===== src/rtl/mem_access_pkg.sv =====
// Shared encodings for the load/store unit: access sizes, FSM states, byte-lane masks
// and the store steering / alignment helpers used by the top level.
package mem_access_pkg;

    localparam int ADDR_W = 32;
    localparam int DATA_W = 32;

    localparam logic [1:0] SIZE_B = 2'd0;
    localparam logic [1:0] SIZE_H = 2'd1;
    localparam logic [1:0] SIZE_W = 2'd2;

    localparam logic [3:0] MASK_NONE = 4'b0000;
    localparam logic [3:0] MASK_BYTE = 4'b0001;
    localparam logic [3:0] MASK_HALF = 4'b0011;
    localparam logic [3:0] MASK_WORD = 4'b1111;

    typedef enum logic [1:0] {
        ST_IDLE,
        ST_ISSUE,
        ST_CAPTURE,
        ST_RESP
    } state_e;

    // Reserved size 3 falls through to word everywhere.
    function automatic logic [3:0] store_mask(input logic [1:0] size, input logic [1:0] addr_lo);
        logic [3:0] m;
        case (size)
            SIZE_B:  m = MASK_BYTE << addr_lo;
            SIZE_H:  m = MASK_HALF << {addr_lo[1], 1'b0};
            default: m = MASK_WORD;
        endcase
        return m;
    endfunction

    function automatic logic [DATA_W-1:0] store_data(input logic [1:0] size, input logic [DATA_W-1:0] wdata);
        logic [DATA_W-1:0] d;
        case (size)
            SIZE_B:  d = {4{wdata[7:0]}};
            SIZE_H:  d = {2{wdata[15:0]}};
            default: d = wdata;
        endcase
        return d;
    endfunction

    function automatic logic is_misaligned(input logic [1:0] size, input logic [1:0] addr_lo);
        logic bad;
        case (size)
            SIZE_B:  bad = 1'b0;
            SIZE_H:  bad = addr_lo[0];
            default: bad = (addr_lo != 2'b00);
        endcase
        return bad;
    endfunction

endpackage


===== src/rtl/mem_access_if.sv =====
// Core-side request/response bus and data-memory port bundles for mem_access_unit.
interface mem_access_core_if;
    import mem_access_pkg::*;

    logic              req_valid;
    logic              req_ready;
    logic              req_wen;
    logic [ADDR_W-1:0] req_addr;
    logic [DATA_W-1:0] req_wdata;
    logic [1:0]        req_size;
    logic              req_unsigned;
    logic              resp_valid;
    logic              resp_ready;
    logic [DATA_W-1:0] resp_rdata;
    logic              resp_err;

    modport master (
        output req_valid, req_wen, req_addr, req_wdata, req_size, req_unsigned, resp_ready,
        input  req_ready, resp_valid, resp_rdata, resp_err
    );

    modport slave (
        input  req_valid, req_wen, req_addr, req_wdata, req_size, req_unsigned, resp_ready,
        output req_ready, resp_valid, resp_rdata, resp_err
    );
endinterface

interface mem_access_mem_if;
    import mem_access_pkg::*;

    logic              mem_valid;
    logic              mem_write_enable;
    logic [ADDR_W-1:0] mem_write_addr;
    logic [DATA_W-1:0] mem_write_data;
    logic [3:0]        mem_write_mask;
    logic [ADDR_W-1:0] mem_read_addr;
    logic [DATA_W-1:0] mem_read_data;

    modport master (
        output mem_valid, mem_write_enable, mem_write_addr, mem_write_data, mem_write_mask, mem_read_addr,
        input  mem_read_data
    );

    modport slave (
        input  mem_valid, mem_write_enable, mem_write_addr, mem_write_data, mem_write_mask, mem_read_addr,
        output mem_read_data
    );
endinterface


===== src/rtl/mem_load_align.sv =====
// Combinational load-data lane select and sign/zero extension of a 32-bit RAM word.
module mem_load_align
    import mem_access_pkg::*;
(
    input  logic [DATA_W-1:0] data_i,
    input  logic [1:0]        addr_lo_i,
    input  logic [1:0]        size_i,
    input  logic              unsigned_i,
    output logic [DATA_W-1:0] data_o
);

    logic [7:0]  byte_sel;
    logic [15:0] half_sel;

    always_comb begin
        byte_sel = data_i[7:0];
        case (addr_lo_i)
            2'd0: byte_sel = data_i[7:0];
            2'd1: byte_sel = data_i[15:8];
            2'd2: byte_sel = data_i[23:16];
            2'd3: byte_sel = data_i[31:24];
            default: byte_sel = data_i[7:0];
        endcase
        half_sel = addr_lo_i[1] ? data_i[31:16] : data_i[15:0];
    end

    always_comb begin
        data_o = data_i;
        case (size_i)
            SIZE_B: data_o = {{24{byte_sel[7] & ~unsigned_i}}, byte_sel};
            SIZE_H: data_o = {{16{half_sel[15] & ~unsigned_i}}, half_sel};
            default: data_o = data_i;
        endcase
    end

endmodule


===== src/rtl/mem_access_unit.sv =====
// Single-outstanding load/store initiator: IDLE -> ISSUE -> CAPTURE -> RESP.
// Optional misaligned-access trap enabled by defining MEM_ACCESS_MISALIGN_TRAP_EN.
module mem_access_unit
    import mem_access_pkg::*;
(
    input  logic            clock,
    input  logic            reset,
    mem_access_core_if.slave core,
    mem_access_mem_if.master mem
);

    state_e            state_q;
    logic              req_ready_q;
    logic              resp_valid_q;
    logic [DATA_W-1:0] resp_rdata_q;
    logic              mem_valid_q;
    logic              mem_we_q;
    logic [ADDR_W-1:0] mem_addr_q;
    logic [DATA_W-1:0] mem_wdata_q;
    logic [3:0]        mem_mask_q;
    logic              wen_q;
    logic [1:0]        size_q;
    logic [1:0]        addr_lo_q;
    logic              unsigned_q;
    logic [DATA_W-1:0] load_data;

`ifdef MEM_ACCESS_MISALIGN_TRAP_EN
    logic resp_err_q;
    logic trap_req;
    assign trap_req = is_misaligned(core.req_size, core.req_addr[1:0]);
`endif

    mem_load_align u_align (
        .data_i    (mem.mem_read_data),
        .addr_lo_i (addr_lo_q),
        .size_i    (size_q),
        .unsigned_i(unsigned_q),
        .data_o    (load_data)
    );

    always_ff @(posedge clock) begin
        if (reset) begin
            state_q      <= ST_IDLE;
            req_ready_q  <= 1'b1;
            resp_valid_q <= 1'b0;
            resp_rdata_q <= '0;
            mem_valid_q  <= 1'b0;
            mem_we_q     <= 1'b0;
            mem_addr_q   <= '0;
            mem_wdata_q  <= '0;
            mem_mask_q   <= MASK_NONE;
            wen_q        <= 1'b0;
            size_q       <= SIZE_B;
            addr_lo_q    <= 2'b00;
            unsigned_q   <= 1'b0;
`ifdef MEM_ACCESS_MISALIGN_TRAP_EN
            resp_err_q   <= 1'b0;
`endif
        end else begin
            case (state_q)
                ST_IDLE: begin
                    if (core.req_valid && req_ready_q) begin
                        req_ready_q <= 1'b0;
                        wen_q       <= core.req_wen;
                        size_q      <= core.req_size;
                        addr_lo_q   <= core.req_addr[1:0];
                        unsigned_q  <= core.req_unsigned;
`ifdef MEM_ACCESS_MISALIGN_TRAP_EN
                        if (trap_req) begin
                            state_q      <= ST_RESP;
                            resp_valid_q <= 1'b1;
                            resp_err_q   <= 1'b1;
                            resp_rdata_q <= '0;
                        end else
`endif
                        begin
                            state_q     <= ST_ISSUE;
                            mem_valid_q <= 1'b1;
                            mem_we_q    <= core.req_wen;
                            mem_addr_q  <= {core.req_addr[ADDR_W-1:2], 2'b00};
                            mem_wdata_q <= core.req_wen ? store_data(core.req_size, core.req_wdata) : '0;
                            mem_mask_q  <= core.req_wen ? store_mask(core.req_size, core.req_addr[1:0])
                                                        : MASK_NONE;
                        end
                    end
                end
                ST_ISSUE: begin
                    state_q     <= ST_CAPTURE;
                    mem_valid_q <= 1'b0;
                    mem_we_q    <= 1'b0;
                    mem_addr_q  <= '0;
                    mem_wdata_q <= '0;
                    mem_mask_q  <= MASK_NONE;
                end
                ST_CAPTURE: begin
                    // RAM read data is valid this cycle, one cycle after the access edge.
                    state_q      <= ST_RESP;
                    resp_valid_q <= 1'b1;
                    resp_rdata_q <= wen_q ? '0 : load_data;
`ifdef MEM_ACCESS_MISALIGN_TRAP_EN
                    resp_err_q   <= 1'b0;
`endif
                end
                ST_RESP: begin
                    if (core.resp_ready) begin
                        state_q      <= ST_IDLE;
                        resp_valid_q <= 1'b0;
                        req_ready_q  <= 1'b1;
                    end
                end
                default: state_q <= ST_IDLE;
            endcase
        end
    end

    // Reset masks the memory port combinationally so an in-flight ISSUE can never write.
    assign core.req_ready       = req_ready_q & ~reset;
    assign core.resp_valid      = resp_valid_q;
    assign core.resp_rdata      = resp_rdata_q;
`ifdef MEM_ACCESS_MISALIGN_TRAP_EN
    assign core.resp_err        = resp_err_q;
`else
    assign core.resp_err        = 1'b0;
`endif
    assign mem.mem_valid        = mem_valid_q & ~reset;
    assign mem.mem_write_enable = mem_we_q & ~reset;
    assign mem.mem_write_addr   = reset ? '0 : mem_addr_q;
    assign mem.mem_read_addr    = reset ? '0 : mem_addr_q;
    assign mem.mem_write_data   = reset ? '0 : mem_wdata_q;
    assign mem.mem_write_mask   = reset ? MASK_NONE : mem_mask_q;

endmodule


===== src/flat_wrapper.sv =====
// flat-port wrapper written by rule: the top's interface ports become plain ports
module mem_access_unit_flat import mem_access_pkg::*;
  (clock, reset, core_req_valid, core_req_wen, core_req_addr, core_req_wdata, core_req_size, core_req_unsigned, core_resp_ready, core_req_ready, core_resp_valid, core_resp_rdata, core_resp_err, mem_mem_valid, mem_mem_write_enable, mem_mem_write_addr, mem_mem_write_data, mem_mem_write_mask, mem_mem_read_addr, mem_mem_read_data);
  mem_access_core_if core_i ();
  mem_access_mem_if mem_i ();
  input  logic clock;
  input  logic reset;
  input wire logic [$bits(core_i.req_valid)-1:0] core_req_valid;
  input wire logic [$bits(core_i.req_wen)-1:0] core_req_wen;
  input wire logic [$bits(core_i.req_addr)-1:0] core_req_addr;
  input wire logic [$bits(core_i.req_wdata)-1:0] core_req_wdata;
  input wire logic [$bits(core_i.req_size)-1:0] core_req_size;
  input wire logic [$bits(core_i.req_unsigned)-1:0] core_req_unsigned;
  input wire logic [$bits(core_i.resp_ready)-1:0] core_resp_ready;
  output wire logic [$bits(core_i.req_ready)-1:0] core_req_ready;
  output wire logic [$bits(core_i.resp_valid)-1:0] core_resp_valid;
  output wire logic [$bits(core_i.resp_rdata)-1:0] core_resp_rdata;
  output wire logic [$bits(core_i.resp_err)-1:0] core_resp_err;
  output wire logic [$bits(mem_i.mem_valid)-1:0] mem_mem_valid;
  output wire logic [$bits(mem_i.mem_write_enable)-1:0] mem_mem_write_enable;
  output wire logic [$bits(mem_i.mem_write_addr)-1:0] mem_mem_write_addr;
  output wire logic [$bits(mem_i.mem_write_data)-1:0] mem_mem_write_data;
  output wire logic [$bits(mem_i.mem_write_mask)-1:0] mem_mem_write_mask;
  output wire logic [$bits(mem_i.mem_read_addr)-1:0] mem_mem_read_addr;
  input wire logic [$bits(mem_i.mem_read_data)-1:0] mem_mem_read_data;
  assign core_i.req_valid = core_req_valid;
  assign core_i.req_wen = core_req_wen;
  assign core_i.req_addr = core_req_addr;
  assign core_i.req_wdata = core_req_wdata;
  assign core_i.req_size = core_req_size;
  assign core_i.req_unsigned = core_req_unsigned;
  assign core_i.resp_ready = core_resp_ready;
  assign core_req_ready = core_i.req_ready;
  assign core_resp_valid = core_i.resp_valid;
  assign core_resp_rdata = core_i.resp_rdata;
  assign core_resp_err = core_i.resp_err;
  assign mem_mem_valid = mem_i.mem_valid;
  assign mem_mem_write_enable = mem_i.mem_write_enable;
  assign mem_mem_write_addr = mem_i.mem_write_addr;
  assign mem_mem_write_data = mem_i.mem_write_data;
  assign mem_mem_write_mask = mem_i.mem_write_mask;
  assign mem_mem_read_addr = mem_i.mem_read_addr;
  assign mem_i.mem_read_data = mem_mem_read_data;
  mem_access_unit u_core (.clock(clock), .reset(reset), .core(core_i), .mem(mem_i));
endmodule

===== config.mk =====
export PLATFORM = sky130hd
export DESIGN_NAME = mem_access_unit_flat
export DESIGN_NICKNAME = d
export VERILOG_FILES = /design/src/rtl/mem_access_pkg.sv /design/src/rtl/mem_access_if.sv /design/src/rtl/mem_load_align.sv /design/src/rtl/mem_access_unit.sv /design/src/flat_wrapper.sv
export SDC_FILE = /design/constraint.sdc
export NUM_CORES = 1
export LEC_CHECK = 0
export ABC_AREA = 1
export BUFFER_PORTS_ARGS = -buffer_cell sky130_fd_sc_hd__buf_4
export CAP_MARGIN = 10
export CORE_UTILIZATION = 48
export CTS_CLUSTER_DIAMETER = 120
export CTS_CLUSTER_SIZE = 20
export DETAILED_ROUTE_END_ITERATION = 7
export MAX_ROUTING_LAYER = met4
export PLACE_DENSITY = 0.81
export SETUP_SLACK_MARGIN = 0.3
export SKIP_LAST_GASP = 1
export SLEW_MARGIN = 5
export SYNTH_ARGS = -nofsm -noshare
export SYNTH_HDL_FRONTEND = slang
export SYNTH_SLANG_ARGS = --single-unit

===== constraint.sdc =====
create_clock -name clock -period 1.72 [get_ports clock]
set_input_delay 0.172 -clock clock [delete_from_list [all_inputs] [get_ports clock]]
set_output_delay 0.172 -clock clock [all_outputs]
set_load 0.01 [all_outputs]

# ---- Word-level counts from Yosys, hierarchy flattened
# Cells that the tools add are included.
dict set report totals {
  mem_bits_ro 0
  memories 0
  regBits 112
  ramBits 0
  output_inout_bits 137
  latch_bits 0
  elab_cells 74
}
dict set report op_classes {
  bitwise_logic 7
  multipliers 0
  n_reduce_logical 13
  div_mod_pow 0
  order_cmp 0
  addsub 0
  n_eq_ne 10
  n_shift 2
  mux 29
}
# operator count
set ops {}
lappend ops {{$pmux 32 s2} 4}
lappend ops {{$mux 32} 6}
lappend ops {{$pmux 8 s4} 1}
lappend ops {{$mux 16} 1}
lappend ops {{$pmux 4 s2} 2}
lappend ops {{$mux 4} 3}
lappend ops {{$eq 2x1->1 const B} 4}
lappend ops {{$eq 2x2->1 const B} 4}
lappend ops {{$logic_not 2->1} 4}
lappend ops {{$pmux 1 s2} 4}
lappend ops {{$pmux 2 s4} 1}
lappend ops {{$reduce_and 2->1} 4}
lappend ops {{$reduce_bool 2->1} 3}
lappend ops {{$and 1x1->1} 5}
lappend ops {{$mux 1} 5}
lappend ops {{$mux 2} 2}
lappend ops {{$shl 1x2->4 const A} 1}
lappend ops {{$shl 2x2->4 const A} 1}
lappend ops {{$reduce_and 3->1} 1}
lappend ops {{$ne 2x1->1 const B} 1}
lappend ops {{$ne 2x2->1 const B} 1}
lappend ops {{$not 1->1} 2}
lappend ops {{$logic_and 1x1->1} 1}

# ---- Longest topological paths before layout
# Gate-level depths: netlist (run 1).
dict set report depth {
  ltp_word 5
  depth_mapped 10
}

# ---- Modules after synthesis
# From an unflattened synthesis (run 1), not the netlist that was laid out.
dict set report unflattened {
  cells_unflattened 935
  hier_area_um2 6094.6
}
# mod area_each_um2 n_inst seq_area_each_um2 cells_per_inst
set by_module_without_submodules {}
lappend by_module_without_submodules {mem_access_unit 5215.0 1 2202.1 766}
lappend by_module_without_submodules {mem_load_align 879.6 1 0.0 169}

# ---- Worst setup path before layout (run 1)
# OpenSTA, ideal clock, no wires.
dict set report synth_path {
  path_type {reg2reg}
  from {reg u_core.state_q[0]}
  to {reg u_core.resp_rdata_q[27], in the netlist u_core.core.resp_rdata[27]}
  stages_incl_launch_ff 11
  t_required_ps 1579
  setup_slack_ps 143
  arrival_time_ps 1436
  n_path_buf 2
  path_cell_list {dfxtp_1 inv_1 ha_1 buf_2 inv_2 nor2_1 inv_2 clkbuf_1 nor2_1 nand2_2 a21oi_2}
}
dict set report synth_via {
  elab_chain_len 1
}
# element line_no
set synth_rtl {}
lappend synth_rtl {{start, declared} mem_access_unit.sv:12} ;# state_e state_q;
lappend synth_rtl {{start signal, assigned} mem_access_unit.sv:43} ;# state_q <= ST_IDLE;
lappend synth_rtl {{start signal, assigned} mem_access_unit.sv:77} ;# state_q <= ST_ISSUE;
lappend synth_rtl {{start signal, assigned} mem_access_unit.sv:88} ;# state_q <= ST_CAPTURE;
lappend synth_rtl {{$eq 2x2->1} mem_access_unit.sv:60} ;# case (state_q)
lappend synth_rtl {{end signal, assigned} mem_access_unit.sv:99} ;# resp_rdata_q <= wen_q ? '0 : load_data;
lappend synth_rtl {{end, declared} mem_access_unit.sv:15} ;# logic [DATA_W-1:0] resp_rdata_q;
# No other way between the ends.
# A chain may end at the register's enable or synchronous reset.

# ---- Worst setup path in the final report (run 1)
dict set report layout_path {
  from {reg u_core.state_q[0]}
  to {reg u_core.mem_addr_q[9]}
}
dict set report layout_via {
  elab_chain_len 3
}
# element line_no
set layout_rtl {}
lappend layout_rtl {{$eq 2x1->1 or $logic_not 2->1 (tied branches)} mem_access_unit.sv:60}
lappend layout_rtl {{$reduce_bool 2->1 (no line) or $ne 2x1->1 (tied branches)} -}
lappend layout_rtl {{$reduce_and 2->1 (no line)} -}
lappend layout_rtl {{end signal, assigned} mem_access_unit.sv:80} ;# mem_addr_q <= {core.req_addr[ADDR_W-1:2], 2'b00};
lappend layout_rtl {{end, declared} mem_access_unit.sv:18} ;# logic [ADDR_W-1:0] mem_addr_q;
# Parallel ways exist; a longest one is shown, timed or not.

==> summary.md, run 1 <==
| Metric | Value |
|---|---|
| Run status | `complete, no violations` |
| Seq pwr share | `0.319` |
| Nets | `1163` |
| Final Core Density | `0.702` |
| R2r endpoint | `u_core.mem_addr_q[9]$_SDFFE_PP0P_` |
| Worst Path Max Fanout | `11` |
| Inserted Clock Buffers | `9` |
| P_sw | `0.00411 W` |
| Die X | `110 um` |
| Min cycle time layout | `1.48 ns` |
| Int Power | `0.00673 W` |
| Drt drc | `0` |
| Endpoint, Worst Hold | `u_core.mem_addr_q[26]$_SDFFE_PP0P_` |
| Post-synth ARST share | `0` |
| Total track usage | `0.276` |
| Mapped cell area | `0.00563 mm^2` |
| ANT cells | `0` |
| Vias in the first global route | `5314` |
| Sw frac | `0.379` |
| ANT nets after route | `0` |
| Die height | `110 um` |
| Fin cells | `1201` |
| Setup Skew | `0.0107 ns` |
| Sequential share of the synthesized area | `0.391` |
| CTS Sinks | `110` |
| Die area | `0.0122 mm^2` |
| Setup crit end kind | `flop` |
| Synth warn | `0` |
| # IOs | `241` |
| Drt wl/cell | `14.1 um` |
| Post-synth EDFFs | `0` |
| Clock power frac | `0.199` |
| Clock Tree Root | `clkbuf_16` |
| Fin Setup TNS | `0 ns` |
| WL met3 | `1290 um` |
| Post-layout instance area | `0.00801 mm^2` |
| Register bit total from synthesis | `110` |
| Clk buf depth | `2` |
| Startpoint type of the worst setup path | `flop` |
| Detailed-route via count | `5925` |
| Largest net degree at the start of global routing | `100` |
| Share of layout cells above drive strength 1 | `0.321` |
| Period Utilization, post-route | `0.861` |
| Mapped Avg Cell Area | `6.65 um^2` |
| Synth cell types | `32` |
| FF-to-FF path depth | `8` |
| Leak pwr | `3.86 nW` |
| Top post-synthesis cells by area | `dfxtp_1 39%, nand2_1 10%, inv_1 9.2%` |
| P per Cell Area | `1350 mW/mm^2` |
| Layout area overhead | `42.3%` |
| WS Path Type | `flop to flop` |
| Port buffer count | `235` |
| Routed vias/inst | `4.93` |
| Fmax | `675 MHz` |
| Required @ worst endpoint | `1.95 ns` |
| Worst min-delay path class | `input pin to flop` |
| GPL Wtd Cong | `0.895` |
| CTS H-Tree Depth | `3` |
| Peak VDD IR | `692 uV` |
| Global-route wire length before repair | `25100 um` |
| Fill count | `995` |
| CTS tree | `done` |
| Final setup violating endpoints | `0` |
| Hold_sp | `core_req_addr[26]` |
| Final hold violations | `0` |
| Initial antenna violation count | `0` |
| Slack of the worst reg-to-reg path | `0.24 ns` |
| Syn Inst Count | `847` |
| Total power | `0.0108 W` |
| WL met2 | `8420 um` |
| Clk slew on worst S/H paths | `0.08 ns` |
| Max-cap viol count | `0` |
| WL met1 | `6780 um` |
| Max Used Layer | `met4` |
| 1st-pass router iterations | `5` |
| Hold path depth | `3` |
| Top_reg_cell synth | `dfxtp_1` |
| Post-DP HPWL | `11600 um` |
| Post-DP Area | `0.00732 mm^2` |
| Total Wirelength | `16900 um` |
| RSZ-0062 raised after global routing | `true` |
| Total placed cells including tap cells | `1169` |
| Initial Util | `0.493` |
| Std cell rows | `39` |
| Initial drt markers | `412` |
| Max Slew Vio Count | `0` |
| WP data arrival | `1.71 ns` |
| Leading area contributor after synthesis | `dfxtp_1` |
| Total global routing overflow | `0` |
| Gate power share | `0.482` |
| Core area | `0.0114 mm^2` |
| R2R Path Start | `u_core.state_q[0]$_SDFFE_PP0P_` |
| Post-synth top area share | `0.391` |
| Skew-Pair Late Insertion Delay | `0.34 ns` |
[placed cells by master, fill, tap and decap left out, drive strengths merged]
cell type and instances:
buf 266, nand2 169, inv 144, nor2 125, dfxtp 110, o21ai 104
a21oi 70, nand3 17, clkbuf 14, o211ai 10, or2 7, conb 5
ha 5, o221ai 3, o22ai 2, clkinvlp 2, nor3 2, a211oi 1
a22oi 1, bufinv 1
[through the flow]
| stage | hold slack [ns] | setup WS (ns) |
|---|---|---|
| finish | 0.0677 | 0.239 |
| global route | 0.0717 | 0.166 |
| CTS | 0.0744 | 0.250 |
| detailed placement | 0.436 | 0.103 |
| global placement | 0.427 | 0.210 |
| floorplan | 0.319 | 0.311 |
[per-layer routing]
layer	GRT usage	vias up
li1	-	2987
met1	0.318	2647
met2	0.474	258
met3	0.0553	33
met4	0.0977	0
met5	-	-
[what timing repair did]
action,4_1_cts,5_1_grt
hold buffers,0,0
cloned,4,5
pin swaps,3,4
buffers inserted,4,4
gates resized for setup,27,29
endpoints found under the setup margin,85,99
[kinds of logic (layout without fill, tap and decap cells)]
group,after synthesis,in the layout,synth area share
buf+inv,222,427,0.180
compound gates,191,191,0.186
flops,110,110,0.391
other cells,1,5,0.000666
fa+ha+maj,5,5,0.0111
simple gates,318,320,0.231
[power by group through the flow]
stage               Clock [W]  Combinational [W]  Sequential [W]
floorplan                   0            0.00276         0.00351
finish                0.00215            0.00522         0.00346
global placement            0            0.00410         0.00346
global route          0.00230            0.00575         0.00352
detailed placement          0            0.00416         0.00348
CTS                   0.00219            0.00471         0.00345
[worst max path at each step]
| stage | cells after the start | slack (ns) | from | endpoint |
|---|---|---|---|---|
| CTS | 9 | 0.25 | u_core.state_q[0]$_SDFFE_PP0P_ | u_core.mem_wdata_q[28]$_SDFFE_PP0P_ |
| detailed placement | 6 | 0.10 | u_core.state_q[1]$_SDFFE_PP0P_ | u_core.mem_wdata_q[6]$_SDFFE_PP0P_ |
| global placement | 8 | 0.21 | u_core.state_q[0]$_SDFFE_PP0P_ | u_core.mem_addr_q[7]$_SDFFE_PP0P_ |
| global route | 8 | 0.17 | u_core.state_q[0]$_SDFFE_PP0P_ | u_core.mem_wdata_q[27]$_SDFFE_PP0P_ |
| floorplan | 10 | 0.31 | u_core.state_q[0]$_SDFFE_PP0P_ | u_core.core.resp_rdata[27]$_SDFFE_PP0P_ |
| finish | 8 | 0.24 | u_core.state_q[0]$_SDFFE_PP0P_ | u_core.mem_addr_q[9]$_SDFFE_PP0P_ |
[registers in the layout, indices dropped and copies added (netlist names)]
| register | flops |
|---|---|
| u_core.unsigned_q | 1 |
| u_core.mem_valid_q | 1 |
| u_core.addr_lo_q | 2 |
| u_core.core.resp_rdata | 32 |
| u_core.mem_we_q | 1 |
| u_core.req_ready_q | 1 |
| u_core.mem_wdata_q | 32 |
| u_core.core.resp_valid | 1 |
| u_core.size_q | 2 |
| u_core.state_q | 2 |
| u_core.mem_addr_q | 30 |
| u_core.mem_mask_q | 4 |
| u_core.wen_q | 1 |
[cell usage after synthesis, types with 2 or more instances]
library cell,number
nand3_4,2
o22ai_1,2
nand2_1,156
inv_1,138
nor2_1,124
dfxtp_1,110
ha_1,5
clkbuf_1,26
o21ai_0,99
a21oi_2,10
a21oi_1,59
or2_1,3
nand2_2,13
buf_4,36
buf_1,4
buf_6,2
inv_2,4
nand3_1,12
o211ai_1,10
or2_2,4
o221ai_1,3
o21ai_1,5
buf_2,11
[worst max-delay path, stage by stage, from the launching register on]
cell and delay, ns:
dfxtp_4 0.38, inv_4 0.05, ha_4 0.17, buf_4 0.14, o21ai_4 0.20, inv_8 0.12
clkbuf_16 0.19, nand2_1 0.05, o21ai_0 0.07
[layout make-up]
type | count | area, um^2 | area share
clock inverters | 5 | 67.6 | 0.00843
well taps | 143 | 179 | 0.0223
inverters | 142 | 551 | 0.0687
multi-input cells | 521 | 2540 | 0.317
repair buffers | 270 | 2230 | 0.278
flip-flops and latches | 110 | 2210 | 0.276
clock buffers | 10 | 239 | 0.0298
No activity file was read; power rests on OpenSTA's default activity.
==> run 2, diff against run 1 <==
Settings changed: CELL_PAD_IN_SITES_DETAIL_PLACEMENT from default to 0, CELL_PAD_IN_SITES_GLOBAL_PLACEMENT from default to 1, CORE_UTILIZATION 48 to 32.
==> run 2 against run 1 <==
  * Clock-buffer cell count rose by 2
  * Non-clock buffer count did not move
  * First-iteration DRC count down 39%
  * Hold slack got worse by 0.0043 ns
  * Critical path depth unchanged
  * Power down 1.8%
  * Combinational power decreased by 4.6%
  * Sequential power about the same
  * Cell count up 6.8%
  * Global-route usage is 7.7 points lower
  * Sequential cell count is the same
  * Via count down 2.4%
  * Critical endpoint is now u_core.mem_addr_q[11]$_SDFFE_PP0P_
  * Largest cell class unchanged
  * Largest power group unchanged
==> summary.md, run 2 (same netlist as run 1, synthesis figures left out) <==
| Metric | Value |
|---|---|
| WP data arrival | `1.67 ns` |
| Final hold violations | `0` |
| WL met3 | `1430 um` |
| Setup crit end kind | `flop` |
| Vias in the first global route | `5165` |
| GPL Wtd Cong | `0.864` |
| Run status | `complete, no violations` |
| 1st-pass router iterations | `4` |
| Setup Skew | `0.0141 ns` |
| Fmax | `691 MHz` |
| Total Wirelength | `18100 um` |
| Sw frac | `0.387` |
| # IOs | `241` |
| Clk slew on worst S/H paths | `0.08 ns` |
| P per Cell Area | `1310 mW/mm^2` |
| Period Utilization, post-route | `0.841` |
| Drt wl/cell | `14.1 um` |
| Inserted Clock Buffers | `9` |
| Initial antenna violation count | `0` |
| WL met1 | `7740 um` |
| Drt drc | `0` |
| RSZ-0062 raised after global routing | `true` |
| Die height | `135 um` |
| CTS Sinks | `110` |
| CTS H-Tree Depth | `3` |
| Final setup violating endpoints | `0` |
| Routed vias/inst | `4.51` |
| Multi-input gate area | `0.00263 mm^2` |
| Most frequent cells in the layout | `255 x buf_4, 152 x nand2_1, 132 x inv_1` |
| Gate power share | `0.469` |
| Max-cap viol count | `0` |
| Fill count | `1777` |
| Total power | `0.0106 W` |
| Nets | `1162` |
| Total track usage | `0.199` |
| Share of layout cells above drive strength 1 | `0.347` |
| Core area | `0.0172 mm^2` |
| Clock power frac | `0.205` |
| Max Used Layer | `met4` |
| Die X | `135 um` |
| Initial drt markers | `253` |
| Hold path depth | `3` |
| Fin cells | `1283` |
| Largest net degree at the start of global routing | `38` |
| Leak pwr | `3.84 nW` |
| Port buffer count | `235` |
| Std cell rows | `48` |
| Required @ worst endpoint | `1.94 ns` |
| FF-to-FF path depth | `8` |
| Most common cell after layout, fill and taps aside | `buf_4` |
| CTS tree | `done` |
| Worst min-delay path class | `input pin to flop` |
| ANT cells | `0` |
| Die area | `0.0181 mm^2` |
| ANT nets after route | `0` |
| Total placed cells including tap cells | `1253` |
| WS Path Type | `flop to flop` |
| Fin Setup TNS | `0 ns` |
| Place WS | `0.127 ns` |
| P_sw | `0.00412 W` |
| Setup WS post-layout | `0.273 ns` |
| Initial Util | `0.327` |
| Max Slew Vio Count | `0` |
| Layout area overhead | `44.4%` |
| Min cycle time layout | `1.45 ns` |
| Startpoint type of the worst setup path | `flop` |
| Total global routing overflow | `0` |
| Skew-Pair Late Insertion Delay | `0.36 ns` |
| Worst Path Max Fanout | `34` |
| Int Power | `0.00651 W` |
| Register area | `0.00221 mm^2` |
| Global-route wire length before repair | `26800 um` |
| Post-DP HPWL | `12800 um` |
| Seq pwr share | `0.326` |
| Clock Tree Root | `clkbuf_16` |
| Clk buf depth | `2` |
| Peak VDD IR | `491 uV` |
| Detailed-route via count | `5783` |
| WL met2 | `8650 um` |
run 2: final timing paths:
| kind | slack, ns | endpoint | from |
|---|---|---|---|
| hold reg to reg | 0.47 | u_core.core.resp_rdata[10]$_SDFFE_PP0P_ | u_core.core.resp_rdata[10]$_SDFFE_PP0P_ |
| setup reg to reg | 0.27 | u_core.mem_addr_q[11]$_SDFFE_PP0P_ | u_core.state_q[0]$_SDFFE_PP0P_ |
| hold / removal | 0.06 | u_core.mem_addr_q[17]$_SDFFE_PP0P_ | core_req_addr[17] |
| setup / recovery | 0.27 | u_core.mem_addr_q[11]$_SDFFE_PP0P_ | u_core.state_q[0]$_SDFFE_PP0P_ |
run 2: stage by stage:
step           utilization  cell area (um^2)  hold slack [ns]
5_1_grt              0.472              8140           0.0695
4_1_cts              0.460              7930           0.0601
6_report             0.472              8140           0.0634
2_1_floorplan            -              5680            0.319
3_5_place_dp         0.431              7440            0.437
3_3_place_gp         0.431              7440            0.427
run 2: power groups by stage:
stage / clock network, W / logic, W / registers, W
after CTS: 0.00222 / 0.00461 / 0.00345
after global routing: 0.00233 / 0.00545 / 0.00354
after global placement: 0 / 0.00424 / 0.00347
final: 0.00218 / 0.00498 / 0.00347
after floorplan: 0 / 0.00276 / 0.00351
after detailed placement: 0 / 0.00426 / 0.00349
run 2: repair_timing:
action | CTS | global route
setup buffers | 4 | 5
setup endpoints to repair | 86 | 102
hold buffers | 0 | 0
cloned | 3 | 2
pin swaps | 2 | 8
gates resized for setup | 54 | 40
run 2: layout make-up:
type / instances / area share
sequential: 110 / 0.272
timing repair buffer: 270 / 0.266
multi-input combinational: 520 / 0.323
inverter: 142 / 0.0677
clock buffer: 12 / 0.0303
tap: 225 / 0.0346
clock inverter: 4 / 0.00646
run 2: layer usage:
metal  global-route usage  vias up
met5                    -        -
met4               0.0643        0
met3               0.0526       16
met2                0.317      195
met1                0.243     2580
li1                     -     2992
run 2: worst max-delay path, cell delays in order, from the launching register on:
cell and delay, ns:
dfxtp_4 0.38, buf_6 0.10, ha_4 0.15, inv_2 0.04, o21ai_2 0.17, inv_4 0.11
buf_12 0.18, nand2_1 0.08, o21ai_0 0.07
==> run 3, diff against run 2 <==
Clock period 1.72 ns to 1.5 ns, I/O delays scaled along.
==> run 3 against run 2 <==
  * Cell count up 1.6%
  * Maximum frequency is 3.7% higher
  * Sequential share of layout area decreased by 1.7 points
  * Power up 22%
  * Hold slack got worse by 0.030 ns
  * Sequential cell count unchanged
  * Largest power group unchanged
  * Wire length grew 2.0%
  * Critical path depth stayed put
==> summary.md, run 3 (same netlist as run 1, synthesis figures left out) <==
| Metric | Value |
|---|---|
| Run status | `complete, no violations` |
| Fill count | `1749` |
| CTS H-Tree Depth | `3` |
| Total placed cells including tap cells | `1262` |
| Setup crit end kind | `flop` |
| Most common cell on crit path | `inv_4` |
| Most frequent cells in the layout | `266 x buf_4, 147 x nand2_1, 130 x inv_1` |
| Skew-Pair Late Insertion Delay | `0.36 ns` |
| Max Slew Vio Count | `0` |
| CTS tree | `done` |
| Fmax | `717 MHz` |
| Clock Tree Root | `clkbuf_16` |
| Fin Setup TNS | `0 ns` |
| Setup Skew | `0.0127 ns` |
| Multi-input gate area | `0.00292 mm^2` |
| WP data arrival | `1.63 ns` |
| Inserted Clock Buffers | `9` |
| Total global routing overflow | `0` |
| Initial antenna violation count | `0` |
| Min cycle time layout | `1.39 ns` |
| Initial Util | `0.327` |
| Clk slew on worst S/H paths | `0.08 ns` |
| ANT cells | `0` |
| Routed vias/inst | `4.53` |
| Drt wl/cell | `14.1 um` |
| Vias in the first global route | `5129` |
| Fin cells | `1303` |
| Port buffer count | `235` |
| Max-cap viol count | `0` |
| Nets | `1182` |
| Register area | `0.00222 mm^2` |
| Required @ worst endpoint | `1.73 ns` |
| RSZ-0062 raised after global routing | `true` |
| Most common cell after layout, fill and taps aside | `buf_4` |
| Total track usage | `0.195` |
| Detailed-route via count | `5901` |
| Worst min-delay path class | `input pin to flop` |
| Hold buffers post-CTS | `0` |
| Share of layout cells above drive strength 1 | `0.425` |
| Largest net degree at the start of global routing | `42` |
| Final Core Density | `0.505` |
| 1st-pass router iterations | `4` |
| Initial drt markers | `286` |
| Clk buf depth | `2` |
| GPL Wtd Cong | `0.818` |
| Period Utilization, post-route | `0.930` |
| Drt drc | `0` |
| Total Wirelength | `18400 um` |
| Post-DP HPWL | `12900 um` |
| WS Path Type | `flop to flop` |
| Std cell rows | `48` |
| Final hold violations | `0` |
| # IOs | `241` |
| Die X | `135 um` |
| Critical Path, Cell by Cell | `inv_4, ha_4, inv_1, o21ai_2, inv_4, buf_12, nand2_1, o21ai_0` |
| Peak VDD IR | `757 uV` |
| Die area | `0.0181 mm^2` |
| P per Cell Area | `1490 mW/mm^2` |
| Layout area overhead | `54.5%` |
| Core area | `0.0172 mm^2` |
| Global-route wire length before repair | `26800 um` |
| Final setup violating endpoints | `0` |
| Critical Path Slowest Stage Cell | `dfxtp_4` |
| Die height | `135 um` |
| Startpoint type of the worst setup path | `flop` |
| CTS Sinks | `110` |
| Worst Path Max Fanout | `27` |
| ANT nets after route | `0` |
| Slowest cell delay on critical path | `0.37 ns` |
| Leak pwr | `3.98 nW` |
## run 3: changes by cell type in the layout (fill, tap and decap cells not counted), moves of 5 or more
cell and change:
nor2_1 -55, o21ai_1 +49, nor2_2 +42, o21ai_0 -40, nor2_4 +13, buf_4 +11
o21ai_2 -9, a21oi_1 -7, a21oi_2 +6, buf_12 +5, nand2_1 -5
## run 3: repair_timing
item | 4_1_cts | 5_1_grt
pin swaps | 5 | 13
gates cloned | 1 | 8
buffers inserted | 11 | 5
resized for setup | 60 | 116
setup endpoints to repair | 143 | 176
## run 3: metrics by stage
step / setup slack, ns / power [W] / hold WS, ns / cell area [um^2]
global route: 0.0237 / 0.0138 / 0.0400 / 8700
finish: 0.105 / 0.0130 / 0.0334 / 8700
detailed placement: 0.0435 / 0.00923 / 0.398 / 7640
CTS: 0.114 / 0.0121 / 0.0246 / 8180
floorplan: 0.191 / 0.00752 / 0.285 / 5850
global placement: 0.0794 / 0.00918 / 0.389 / 7640
## run 3: cell type report
cell class,count,share of cell area
clock inverters,7,0.00719
well taps,225,0.0323
repair buffers,290,0.279
inverters,142,0.0647
clock buffers,9,0.0259
flip-flops and latches,110,0.255
multi-input cells,520,0.335
## run 3: worst paths after layout
path                                                 from                                      end  slack [ns]  cells after the start
hold reg to reg   u_core.core.resp_rdata[22]$_SDFFE_PP0P_  u_core.core.resp_rdata[22]$_SDFFE_PP0P_        0.47                      2
setup reg to reg           u_core.state_q[1]$_SDFFE_PP0P_      u_core.mem_wdata_q[27]$_SDFFE_PP0P_        0.11                      8
hold / removal                           core_req_addr[7]        u_core.mem_addr_q[7]$_SDFFE_PP0P_        0.03                      3
setup / recovery           u_core.state_q[1]$_SDFFE_PP0P_      u_core.mem_wdata_q[27]$_SDFFE_PP0P_        0.11                      8
## run 3: per-layer routing
layer  track usage  up-vias  share of wire
met2         0.320      174           0.49
met4        0.0449        0         0.0077
met3        0.0394       11          0.057
li1              -     3033              -
met5             -        -              0
met1         0.246     2683           0.44
## run 3: critical path, delay by kind of cell, from the launching register on
family / cells / cell delay [ns]
buffers and inverters: 4 / 0.44
flip-flops: 1 / 0.37
AO/OA/AOI/OAI: 2 / 0.26
adder cells (fa/ha/maj): 1 / 0.14
AND/OR/NAND/NOR: 1 / 0.06
## run 3: power breakdown
part / leakage [nW] / switching, W / internal (W)
clock: 0.139 / 0.00120 / 0.00117
combinational: 2.94 / 0.00364 / 0.00298
sequential: 0.899 / 0.000372 / 0.00365
total: 3.98 / 0.00521 / 0.00780
